`config.mk`:
```
export PLATFORM = sky130hd
export DESIGN_NAME = fetch_unit
export DESIGN_NICKNAME = d
export VERILOG_FILES = /design/src/rtl/fetch_unit.sv
export SDC_FILE = /design/constraint.sdc
export NUM_CORES = 1
export LEC_CHECK = 0
export ABC_AREA = 1
export CAP_MARGIN = 20
export CORE_ASPECT_RATIO = 0.6
export CORE_MARGIN = 4
export CORE_UTILIZATION = 54
export DETAILED_ROUTE_END_ITERATION = 8
export PLACE_DENSITY = 0.81
export SLEW_MARGIN = 20
export SYNTH_ARGS = -nofsm -noshare
export SYNTH_HDL_FRONTEND = slang
export SYNTH_SLANG_ARGS = --single-unit
```
`constraint.sdc`:
```
create_clock -name clk -period 7.5 [get_ports clk]
set_input_delay 0.75 -clock clk [delete_from_list [all_inputs] [get_ports clk]]
set_output_delay 0.75 -clock clk [all_outputs]
set_load 0.05 [all_outputs]
```
`src/rtl/fetch_unit.sv`:
```
// fetch_unit: instruction fetch stage that owns the PC, issues word requests and queues returned words for decode.
// Ports: clk/rst (async active-high); imem_req_* request channel (valid/ready/addr);
// imem_resp_* in-order response words; inst_* head of the instruction queue toward decode
// (valid/ready/word/pc); redirect_valid/redirect_pc branch redirect; halt_in decoder halt flag
// for the head word; halted reports the terminal HALTED state.
module fetch_unit #(
    parameter int                WIDTH    = 32,
    parameter int                ADDR_W   = 32,
    parameter logic [ADDR_W-1:0] RESET_PC = '0,
    parameter int                DEPTH    = 2
) (
    input  logic              clk,
    input  logic              rst,
    output logic              imem_req_valid,
    input  logic              imem_req_ready,
    output logic [ADDR_W-1:0] imem_req_addr,
    input  logic              imem_resp_valid,
    input  logic [WIDTH-1:0]  imem_resp_data,
    output logic              inst_valid,
    input  logic              inst_ready,
    output logic [WIDTH-1:0]  inst,
    output logic [ADDR_W-1:0] inst_pc,
    input  logic              redirect_valid,
    input  logic [ADDR_W-1:0] redirect_pc,
    input  logic              halt_in,
    output logic              halted
);
    localparam int CW = $clog2(DEPTH + 1);
    localparam int PW = $clog2(DEPTH);

    typedef enum logic {RUN, HALTED} state_t;

    state_t            state_q, state_d;
    logic [ADDR_W-1:0] pc_q, pc_d;
    logic [ADDR_W-1:0] resp_pc_q, resp_pc_d;
    logic [CW-1:0]     out_q, out_d;
    logic [CW-1:0]     disc_q, disc_d;
    logic [CW-1:0]     cnt_q, cnt_d;
    logic [PW-1:0]     wr_q, wr_d;
    logic [PW-1:0]     rd_q, rd_d;
    logic [WIDTH-1:0]  data_q [DEPTH];
    logic [WIDTH-1:0]  data_d [DEPTH];
    logic [ADDR_W-1:0] addr_q [DEPTH];
    logic [ADDR_W-1:0] addr_d [DEPTH];

    logic run, fire, keep, pop, halt_ev, redir, flush;

    assign run            = state_q == RUN;
    // Credit check uses only registered counters so the request stays stable until accepted.
    assign imem_req_valid = run && !rst && (({1'b0, out_q} + {1'b0, cnt_q}) < (CW + 1)'(DEPTH));
    assign imem_req_addr  = pc_q;
    assign inst_valid     = run && cnt_q != '0;
    assign inst           = data_q[rd_q];
    assign inst_pc        = addr_q[rd_q];
    assign halted         = !run;

    always_comb begin
        fire      = imem_req_valid && imem_req_ready;
        keep      = run && imem_resp_valid && disc_q == '0;
        pop       = inst_valid && inst_ready;
        halt_ev   = pop && halt_in;
        redir     = run && redirect_valid && !halt_ev;
        flush     = halt_ev || redir;
        state_d   = halt_ev ? HALTED : state_q;
        pc_d      = redir ? redirect_pc : fire ? pc_q + ADDR_W'(4) : pc_q;
        // resp_pc tracks the address of the next response that will be kept.
        resp_pc_d = redir ? redirect_pc : keep ? resp_pc_q + ADDR_W'(4) : resp_pc_q;
        out_d     = flush ? '0 : out_q + CW'(fire) - CW'(keep);
        // On a flush every request still in flight after this edge becomes a discard.
        disc_d    = flush ? disc_q + out_q + CW'(fire) - CW'(imem_resp_valid)
                          : disc_q - CW'(imem_resp_valid && disc_q != '0);
        cnt_d     = flush ? '0 : cnt_q + CW'(keep) - CW'(pop);
        wr_d      = flush ? '0 : keep ? wr_q + PW'(1) : wr_q;
        rd_d      = flush ? '0 : pop ? rd_q + PW'(1) : rd_q;
        data_d    = data_q;
        addr_d    = addr_q;
        if (keep) begin
            data_d[wr_q] = imem_resp_data;
            addr_d[wr_q] = resp_pc_q;
        end
    end

    always_ff @(posedge clk or posedge rst) begin
        if (rst) begin
            state_q   <= RUN;
            pc_q      <= RESET_PC;
            resp_pc_q <= RESET_PC;
            out_q     <= '0;
            disc_q    <= '0;
            cnt_q     <= '0;
            wr_q      <= '0;
            rd_q      <= '0;
            data_q    <= '{default: '0};
            addr_q    <= '{default: '0};
        end else begin
            state_q   <= state_d;
            pc_q      <= pc_d;
            resp_pc_q <= resp_pc_d;
            out_q     <= out_d;
            disc_q    <= disc_d;
            cnt_q     <= cnt_d;
            wr_q      <= wr_d;
            rd_q      <= rd_d;
            data_q    <= data_d;
            addr_q    <= addr_d;
        end
    end
endmodule

```
== After elaboration in Yosys (flattened, before gate mapping) ==
Cells that the tools add are included.
Word-level totals
  register bits: 201
  latch bits: 0
  bits in writable memories: 0
  ROM bits: 0
  input bits: 71
  output and inout bits: 99
  word-level logic and storage cells: 75
  memories: 0
Operators by class
  add/subtract/negate cells: 13
  multipliers: 0
  div/mod/pow operators: 0
  $lt $le $gt $ge: 4
  equality and inequality tests: 0
  shift-type cells: 0
  muxes and demuxes: 21
  bitwise logic cells: 3
  reduce and logical (&&, ||, !) cells: 22
Operator list (number)
  $mux W32: 11
  $bwmux W64: 2
  $add A32 B3 Y32 const B: 2
  $demux W32 S1: 1
  $logic_and A1 B1 Y1: 12
  $reduce_bool A2 Y1: 6
  $sub A2 B1 Y2: 4
  $add A2 B1 Y2: 3
  $mux W2: 3
  $ge A2 B2 Y1 const B: 2
  $mux W1: 4
  $not A1 Y2: 2
  $add A2 B2 Y3: 1
  $lt A3 B2 Y1 const B: 1
  $add A1 B1 Y1 const B: 2
  $add A2 B2 Y2: 1
  $logic_not A1 Y1: 2
  $logic_not A2 Y1: 1
  $lt A2 B1 Y1 const B: 1
  $logic_or A1 B1 Y1: 1
  $not A1 Y1: 1

== Logic depth before layout (Yosys ltp) ==
Gate-level depths: netlist of the first run.
  depth after elaboration: 8
  gate-level depth with buffers: 14
  mapped depth without buffers: 13

== Least setup slack after synthesis of the first run ==
No wires, ideal clock.
  kind: input port to flip-flop
  from: in rst
  to: reg disc_q[1]
  setup time: 0.145 ns
  arrival time: 6.725 ns
  data required time: 7.355 ns
  path slack: 0.630 ns
  stages: 11
  path buffers: 1
  cells stage by stage: inv_1 > nand3_1 > inv_1 > nand2_4 > inv_2 > buf_2 > fa_1 > xor2_1 > xnor2_1 > nand2_1 > o21ai_0
On the way
  word-level cells in the longest chain between the ends: 7
RTL lines
  start: declaration: line 13  | input logic rst,
  $logic_not A1 Y1 (no line)
  $logic_and A1 B1 Y1 (2 in series): line 50  | assign imem_req_valid = run && !rst && (({1'b0, out_q} + {1'b0, cnt_q}) < (CW + 1)'(DEPTH));
  named net imem_req_valid: line 14  | output logic imem_req_valid,
  $logic_and A1 B1 Y1: line 58  | fire = imem_req_valid && imem_req_ready;
  $add A2 B1 Y2: line 70  | disc_d = flush ? disc_q + out_q + CW'(fire) - CW'(imem_resp_valid)
  $sub A2 B1 Y2: line 70
  $mux W2: line 70
  named net disc_d[1]: line 37  | logic [CW-1:0] disc_q, disc_d;
  end signal: assignment: line 100  | disc_q <= disc_d;
  end: declaration: line 37
The timed path passes the listed nets, and every way through them passes these cells.
A chain may end at the register's enable or synchronous reset.

== Worst setup path in the final report of the first run ==
  from: reg rd_q
  to: out inst_pc[18]
On the way
  word-level cells in the longest chain between the ends: 4
RTL lines
  start: declaration: line 40  | logic [PW-1:0] rd_q, rd_d;
  start signal: assignment: line 103  | rd_q <= rd_d;
  $not A1 Y2 (implied by the code): line 54  | assign inst_pc = addr_q[rd_q];
  $mux W32 (implied by the code) (3 in series): line 54
  end: declaration: line 22  | output logic [ADDR_W-1:0] inst_pc,
No other way between the ends. The select of a mux whose other input is x is not followed.

==> results of run 1 <==
[cell families after synthesis]
family	after synthesis	share of synthesized area [%]
simple gates	626	24.2
buf+inv	201	8.47
flops	201	47.0
compound gates	198	11.2
mux	64	6.73
xor+xnor	14	1.14
fa+ha+maj	10	1.31
[per-layer routing]
| layer | vias up | part of all wire (%) | GRT usage (%) | wire length [µm] |
|---|---|---|---|---|
| li1 | 4490 | - | - | - |
| met5 | - | 0 | 0 | 0 |
| met2 | 387 | 44 | 38.8 | 12200 |
| met4 | 0 | 1.7 | 4.24 | 461 |
| met3 | 38 | 8.6 | 5.10 | 2370 |
| met1 | 4381 | 46 | 36.6 | 12700 |
[synthesized netlist by cell type]
library cell	number
xnor2_1	5
fa_1	2
or2_2	1
o21bai_1	2
ha_1	8
inv_2	5
nor3_1	8
nand3_1	98
o21ai_1	31
buf_4	3
nand4_2	1
nand2_2	6
xor2_1	9
buf_2	35
buf_6	13
mux2_2	64
nand2_4	1
nand4_1	5
o211ai_1	5
a31oi_1	5
nor2_1	112
dfrtp_1	201
clkbuf_1	5
nor2_2	7
a21oi_1	32
o31ai_1	1
or2_4	1
nand2_1	380
nand3_4	1
and2_1	3
o21ai_0	72
nor2_4	2
inv_1	140
o21ai_2	50
[how the worst max path moves through the flow]
stage / slack, ns / end / from / cells past startpoint
6_report: 3.81 / inst_pc[18] / rd_q / 3
5_1_grt: 3.71 / inst_pc[6] / rd_q / 3
4_1_cts: 3.81 / inst_pc[18] / rd_q / 3
3_5_place_dp: 3.95 / imem_req_valid / rst / 5
3_3_place_gp: 3.96 / imem_req_valid / rst / 5
2_1_floorplan: 0.63 / disc_q[1] / rst / 11
[worst max-delay path, stage by stage (launching register included)]
cell and delay, ns:
dfrtp_2 0.59, buf_4 0.63, mux2_2 0.45, clkdlybuf4s50_1 0.72
[where the power goes]
| part | internal (mW) | switching [mW] | total (mW) |
|---|---|---|---|
| Sequential | 1.11 | 0.0375 | 1.15 |
| Clock | 0.621 | 0.420 | 1.04 |
| Combinational | 0.0888 | 0.128 | 0.217 |
[area by class of cell]
cell class | instances | area [µm²] | area share [%]
timing repair buffer | 176 | 1750 | 13.3
clock buffer | 29 | 596 | 4.54
tap | 266 | 333 | 2.54
multi-input combinational | 912 | 4780 | 36.4
inverter | 145 | 552 | 4.20
clock inverter | 6 | 83.8 | 0.639
sequential | 201 | 5030 | 38.3
[through the flow]
| stage | hold WS, ns | cells | power (mW) |
|---|---|---|---|
| floorplan | 0.448 | 1314 | 1.29 |
| global placement | 0.459 | 1700 | 1.38 |
| detailed placement | 0.465 | 1700 | 1.38 |
| CTS | 0.480 | 1735 | 2.42 |
| global route | 0.494 | 1735 | 2.50 |
| finish | 0.479 | 1735 | 2.41 |
[sequential cells by signal (all words and copies together) (netlist names)]
| signal | cells |
|---|---|
| cnt_q | 2 |
| disc_q | 2 |
| addr_q | 64 |
| wr_q | 1 |
| resp_pc_q | 32 |
| out_q | 2 |
| rd_q | 1 |
| data_q | 64 |
| halted | 1 |
| imem_req_addr | 32 |
==> impl_metrics.toml, run 1 <==
[clock_network]
cts_tree = "built"
cts-root-buf = "clkbuf_16"
htree_num_levels = 1
holdBufCountCts = 0
clockBufferDepth = 3
clock_latency_ns = 0.50
post_cts_buffers = 0
cts_buffers = 20
clock-sinks = 201
clkTransAtPathRegs_ns = 0.06
cts_resized = 0

[timing]
period_needed_ns = 3.69
fmax_mhz = 271
post-route-worst-setup-slack_ns = 3.81
finalHoldViolCount = 0
worst_slew_pin_slew_ns = 0.997
rsz0062_at_grt = "no"
max-slew-margin-rel_pct = 33.5
timing.setup.tns_ns = 0
setup_viol = 0
fin_skew_ns = 0.0173
min_period_over_period_pct = 49.2
maxSlewViolCount = 0

[synth]
yosysWarnings = 0
netlist-cell-type-count = 34
synth.avg_cell_area_um2 = 8.15
netlist.area_leader.share_pct = 47.0
yosys.area.top_type = "dfrtp_1"
synthesis.nets = 1395
syn_area_um2 = 10700
seq_area_frac_synth_pct = 47.0
syn_inst = 1314
synthTopCellsByArea = "dfrtp_1 47%, nand2_1 13%, mux2_2 6.7%"
ys_ff_latch = 201

[placed_design]
dpl_worst_slack_ns = 3.95
numPortBuffers = 169
place_area_um2 = 12400
dpl.hpwl_mm = 18.9
gp_congestion = 0.955

[layout]
final_core_util_pct = 68.3
fillers = 1559
layout_common_cells = "379 x nand2_1, 200 x dfrtp_1, 169 x clkdlybuf4s50_1"
layout-drive-gt1-share_pct = 12.3
nets = 1537
layout_commonest_cell = "nand2_1"
syn_to_final_growth_pct = 22.5
n_antenna_cell = 0
fin_area_um2 = 13100

[global_route]
grt_overflow_total = 0
grt_max_degree = 129
grt_usage_pct = 24.7
grt_pass1_vias = 8999
antenna_found_initial = 0
grt_pass1_wl_mm = 45.0

[die]
dieArea_um2 = 22200
core_um2 = 19200
die_h_um = 117
fp.dieW_um = 190
row_count = 39
io_pins = 170
start_util_pct = 55.7

[critical_path]
reg2reg_from = "halted"
endpoint_kind = "output pin"
regToRegSetupSlack_ns = 4.70
critPathMaxFanout = 51
cp.arrival_ns = 2.94
critical_path_required_ns = 6.75
r2r_end = "imem_req_addr[5]"
rr_worst_depth = 9
startpoint_type = "register"
worstSetupPathType = "register to output pin"

[min_path]
whs_endpoint = "data_q[48]"
hp-class = "register to register"
worstHoldStart = "data_q[48]"
hold_depth = 2

[routing]
drt_pass1_iterations = 5
wl_per_cell_um = 15.9
drtIter0Drc = 971
vias_per_cell = 5.36
dr_total_vias = 9296
drc = 0
totalWireLength_mm = 27.7
ant_nets = 0

[pwr]
powerDensity_nw_per_um2 = 183
p_leak_nw = 6.24
max-vdd-ir-drop_uv = 169

[status]
status = "completed"

[run]
maxCapViolCount = 0
(Power assumes the default switching activity.)
==> run 2, diff against run 1 <==
==> constraint.sdc (replaced) <==
create_clock -name clk -period 3.8 [get_ports clk]
set_input_delay 0.38 -clock clk [delete_from_list [all_inputs] [get_ports clk]]
set_output_delay 0.38 -clock clk [all_outputs]
set_load 0.05 [all_outputs]
==> run 2 against run 1 <==
  * Sequential share of layout area about the same
  * Clock skew decreased by 0.0025 ns
  * Wire length decreased by 1.5%
  * Highest routed layer unchanged
  * Sequential power increased by 97%
  * Critical endpoint is now inst_pc[20]
  * Global-route usage decreased by 0.14 points
  * Critical path type unchanged
  * Combinational power increased by 98%
==> impl_metrics.toml, run 2 (same netlist as run 1, synthesis figures left out) <==
[routing]
wl_per_cell_um = 15.7
dr_total_vias = 9190
totalWireLength_mm = 27.2
vias_per_cell = 5.30
drtIter0Drc = 936
drt_pass1_iterations = 5
drc = 0
ant_nets = 0

[timing]
worst_slew_pin_slew_ns = 0.881
maxSlewViolCount = 0
fin_skew_ns = 0.0149
rsz0062_at_grt = "no"
timing.hold.ws_ns = 0.458
finalHoldViolCount = 0
setup_viol = 0
period_needed_ns = 3.15
timing.setup.tns_ns = 0
max-slew-margin-rel_pct = 41.3
min_period_over_period_pct = 82.8
fmax_mhz = 318

[die]
die_h_um = 117
row_count = 39
dieArea_um2 = 22200
io_pins = 170
fp.dieW_um = 190
core_um2 = 19200
start_util_pct = 55.7

[clock_network]
clockBufferDepth = 3
cts-root-buf = "clkbuf_16"
clock_latency_ns = 0.50
holdBufCountCts = 0
clock-sinks = 201
htree_num_levels = 1
cts_resized = 0
cts_buffers = 20
post_cts_buffers = 0
clkTransAtPathRegs_ns = 0.06
cts_tree = "built"

[pwr]
powerDensity_nw_per_um2 = 354
power_mw = 4.64
p_leak_nw = 6.20
max-vdd-ir-drop_uv = 275

[global_route]
grt_overflow_total = 0
grt_max_degree = 148
grt_pass1_vias = 8906
antenna_found_initial = 0
grt_usage_pct = 24.6
grt_pass1_wl_mm = 44.9

[layout]
n_antenna_cell = 0
layout-drive-gt1-share_pct = 12.0
final_core_util_pct = 68.2
nets = 1536
fillers = 1555
layout_commonest_cell = "nand2_1"
layout_common_cells = "379 x nand2_1, 200 x dfrtp_1, 169 x clkdlybuf4s50_1"
syn_to_final_growth_pct = 22.4
largestRegisters = "addr_q (64), data_q (64)"

[critical_path]
slowest_stage = "dfrtp_2"
worstSetupPathType = "register to output pin"
cp.arrival_ns = 2.77
endpoint_kind = "output pin"
critPathMaxFanout = 40
crit_path_cell_trace = "buf_12 > mux2_2 > clkdlybuf4s50_1"
max_stage_delay_ns = 0.79
critical_path_required_ns = 3.42
startpoint_type = "register"

[status]
status = "completed"

[placed_design]
numPortBuffers = 169
dpl.hpwl_mm = 19.0
gp_congestion = 0.963

[run]
maxCapViolCount = 0

[min_path]
hp-class = "input pin to register"
## run 2: changes by cell type in the layout (fill, tap and decap cells not counted)
cell,delta
inv_6,-1
nand2_4,-1
nand2_8,+1
buf_4,-3
clkbuf_1,+3
inv_8,-1
clkinv_2,-1
buf_12,+3
buf_6,-1
clkbuf_8,+1
clkinvlp_4,+2
bufinv_16,-2
## run 2: path summary, 6_finish.rpt
| check | slack (ns) | depth (start not counted) | start | end |
|---|---|---|---|---|
| min in group asynchronous | 0.49 | 3 | rst | data_q[30] |
| worst min register to register | 0.48 | 2 | addr_q[56] | addr_q[56] |
| worst max register to register | 1.19 | 11 | out_q[0] | imem_req_addr[6] |
| worst min-delay path | 0.46 | 3 | redirect_pc[1] | imem_req_addr[1] |
| max in group asynchronous | 2.06 | 4 | rst | rd_q |
| worst max-delay path | 0.65 | 3 | rd_q | inst_pc[20] |
## run 2: critical path: cells and delay by family, from the launching register on
family | cells | cell delay (ns)
DFF | 1 | 0.79
muxes | 1 | 0.41
buffers and inverters | 2 | 1.04
## run 2: per-layer routing
metal	GRT usage (%)	wire [µm]	up-vias
li1	-	-	4492
met2	37.2	11600	369
met1	37.7	12900	4299
met4	4.14	357	0
met3	4.89	2390	30
met5	0	0	-
## run 2: where the power goes
part / switching (mW) / leakage, nW / internal [mW]
clock: 0.832 / 0.311 / 1.12
combinational: 0.253 / 3.18 / 0.177
sequential: 0.0697 / 2.71 / 2.19
total: 1.15 / 6.20 / 3.48
## run 2: area by class of cell
| cell class | count | area (µm²) | share of cell area, % |
|---|---|---|---|
| sequential | 201 | 5030 | 38.4 |
| inverter | 145 | 548 | 4.18 |
| tap | 266 | 333 | 2.54 |
| clock inverter | 3 | 17.5 | 0.134 |
| multi-input combinational | 912 | 4790 | 36.5 |
| timing repair buffer | 175 | 1770 | 13.5 |
| clock buffer | 33 | 621 | 4.73 |
## run 2: metrics by stage
stage | instances | cell area [µm²] | setup WS (ns)
after floorplan | 1314 | 10700 | -1.35
after global placement | 1699 | 12500 | 1.17
after detailed placement | 1699 | 12500 | 1.05
after CTS | 1735 | 13100 | 0.629
after global routing | 1735 | 13100 | 0.579
final | 1735 | 13100 | 0.654
==> run 3, diff against run 2 <==
--- a/config.mk
+++ b/config.mk
@@ -9,9 +9,9 @@
 export CAP_MARGIN = 20
 export CORE_ASPECT_RATIO = 0.6
 export CORE_MARGIN = 4
-export CORE_UTILIZATION = 54
+export CORE_UTILIZATION = 49
 export DETAILED_ROUTE_END_ITERATION = 8
-export PLACE_DENSITY = 0.81
+export PLACE_DENSITY = 0.78
 export SLEW_MARGIN = 20
 export SYNTH_ARGS = -nofsm -noshare
 export SYNTH_HDL_FRONTEND = slang
==> constraint.sdc (replaced) <==
create_clock -name clk -period 2.8 [get_ports clk]
set_input_delay 0.28 -clock clk [delete_from_list [all_inputs] [get_ports clk]]
set_output_delay 0.28 -clock clk [all_outputs]
set_load 0.05 [all_outputs]
==> run 3 against run 2 <==
  * Total power grew 38%
  * Sequential power grew 36%
  * Final cell count grew 1.2%
  * Clock power grew 40%
  * Via count grew 0.36%
  * Worst setup slack lost 0.53 ns
  * Sequential share of layout area shrank 0.15 points
  * Non-clock buffer count grew 8
  * Clock-buffer cell count shrank 4
  * Wire length grew 1.6%
  * Critical path type unchanged
  * Clock skew shrank 0.0094 ns
==> impl_metrics.toml, run 3 (same netlist as run 1, synthesis figures left out) <==
[die]
row_count = 41
dieArea_um2 = 24400
io_pins = 170
start_util_pct = 50.4
core_um2 = 21200
fp.dieW_um = 199
die_h_um = 123

[routing]
ant_nets = 0
wl_per_cell_um = 15.8
drtIter0Drc = 900
drt_pass1_iterations = 5
totalWireLength_mm = 27.7
vias_per_cell = 5.25
drc = 0
dr_total_vias = 9223

[critical_path]
slowest_stage = "clkdlybuf4s50_1"
crit_family = "buffers and inverters"
max_stage_delay_ns = 0.73
critPathMaxFanout = 45
worstSetupPathType = "register to output pin"
rr_worst_depth = 13
path_buf_inv = 2
endpoint_kind = "output pin"
reg2reg_from = "out_q[0]"
crit_path_cell_trace = "buf_12 > mux2_2 > clkdlybuf4s50_1"
critical_path_required_ns = 2.52
r2r_end = "disc_q[1]"
cp.arrival_ns = 2.39
regToRegSetupSlack_ns = 0.41
startpoint_type = "register"

[timing]
timing.hold.ws_ns = 0.354
max-slew-margin-rel_pct = 50.6
min_period_over_period_pct = 95.5
rsz0062_at_grt = "no"
post-route-worst-setup-slack_ns = 0.125
period_needed_ns = 2.67
worst_slew_pin_slew_ns = 0.736
finalHoldViolCount = 0
fin_skew_ns = 0.00551
setup_viol = 0
timing.setup.tns_ns = 0
fmax_mhz = 374
maxSlewViolCount = 0

[clock_network]
cts-root-buf = "clkbuf_16"
clock-sinks = 201
clockBufferDepth = 3
clkTransAtPathRegs_ns = 0.06
htree_num_levels = 1
cts_buffers = 20
post_cts_buffers = 0
clock_latency_ns = 0.49
holdBufCountCts = 0
cts_tree = "built"
cts_resized = 0

[pwr]
powerDensity_nw_per_um2 = 485
power_mw = 6.38
p_leak_nw = 6.35
max-vdd-ir-drop_uv = 305

[layout]
largestRegisters = "addr_q (64), data_q (64)"
n_antenna_cell = 0
syn_to_final_growth_pct = 22.9
fin_area_um2 = 13200
layout-drive-gt1-share_pct = 14.8
layout_commonest_cell = "nand2_1"
layout_common_cells = "379 x nand2_1, 200 x dfrtp_1, 140 x clkdlybuf4s50_1"
final_core_util_pct = 62.0
fin_cells = 1756
nets = 1544

[min_path]
hold_depth = 3
whs_endpoint = "data_q[52]"
hp-class = "input pin to register"
worstHoldStart = "imem_resp_data[20]"

[placed_design]
dpl_worst_slack_ns = 0.413
gp_congestion = 0.949
place_area_um2 = 12500
numPortBuffers = 169
placed_cells = 1720
dpl.hpwl_mm = 19.7

[global_route]
antenna_found_initial = 0
grt_pass1_wl_mm = 44.6
grt_overflow_total = 0
grt_pass1_vias = 8684
grt_usage_pct = 22.4
grt_max_degree = 129

[run]
maxCapViolCount = 0

[status]
status = "completed"
## run 3: worst register-to-register path, cell delays in order (launching register included)
cell and delay (ns):
dfrtp_1 0.43, nand2_1 0.09, inv_1 0.05, fa_1 0.47
nor2_1 0.04, nand3_1 0.07, inv_1 0.09, nand2_4 0.13
inv_2 0.06, fa_1 0.38, xor2_1 0.16, xnor2_1 0.13
nand2_1 0.06, o21ai_0 0.09
## run 3: how the worst max path moves through the flow
stage          slack [ns]  cells after the start          end      from
6_report             0.13                      3  inst_pc[15]      rd_q
5_1_grt              0.05                      3     inst[27]      rd_q
3_3_place_gp         0.49                     13    disc_q[1]  out_q[0]
3_5_place_dp         0.41                     13    disc_q[1]  out_q[0]
4_1_cts              0.09                      3  inst_pc[15]      rd_q
2_1_floorplan       -2.25                     11    disc_q[1]       rst
## run 3: final cells by class
class | instances | area (µm²)
timing repair buffer | 183 | 1790
clock buffer | 29 | 606
inverter | 145 | 548
sequential | 201 | 5030
clock inverter | 7 | 62.6
fill | 1881 | 8070
multi-input combinational | 912 | 4780
tap | 279 | 349
## run 3: metal layers
layer,vias up,global-route usage [%],wire [µm]
li1,4514,-,-
met1,4363,34.0,12700
met2,302,32.5,11900
met3,44,6.06,2590
met4,0,4.36,508
met5,-,0,0
## run 3: power by group
part | switching (mW) | internal [mW] | total (mW)
clock | 1.13 | 1.60 | 2.73
combinational | 0.339 | 0.241 | 0.580
sequential | 0.0971 | 2.97 | 3.07
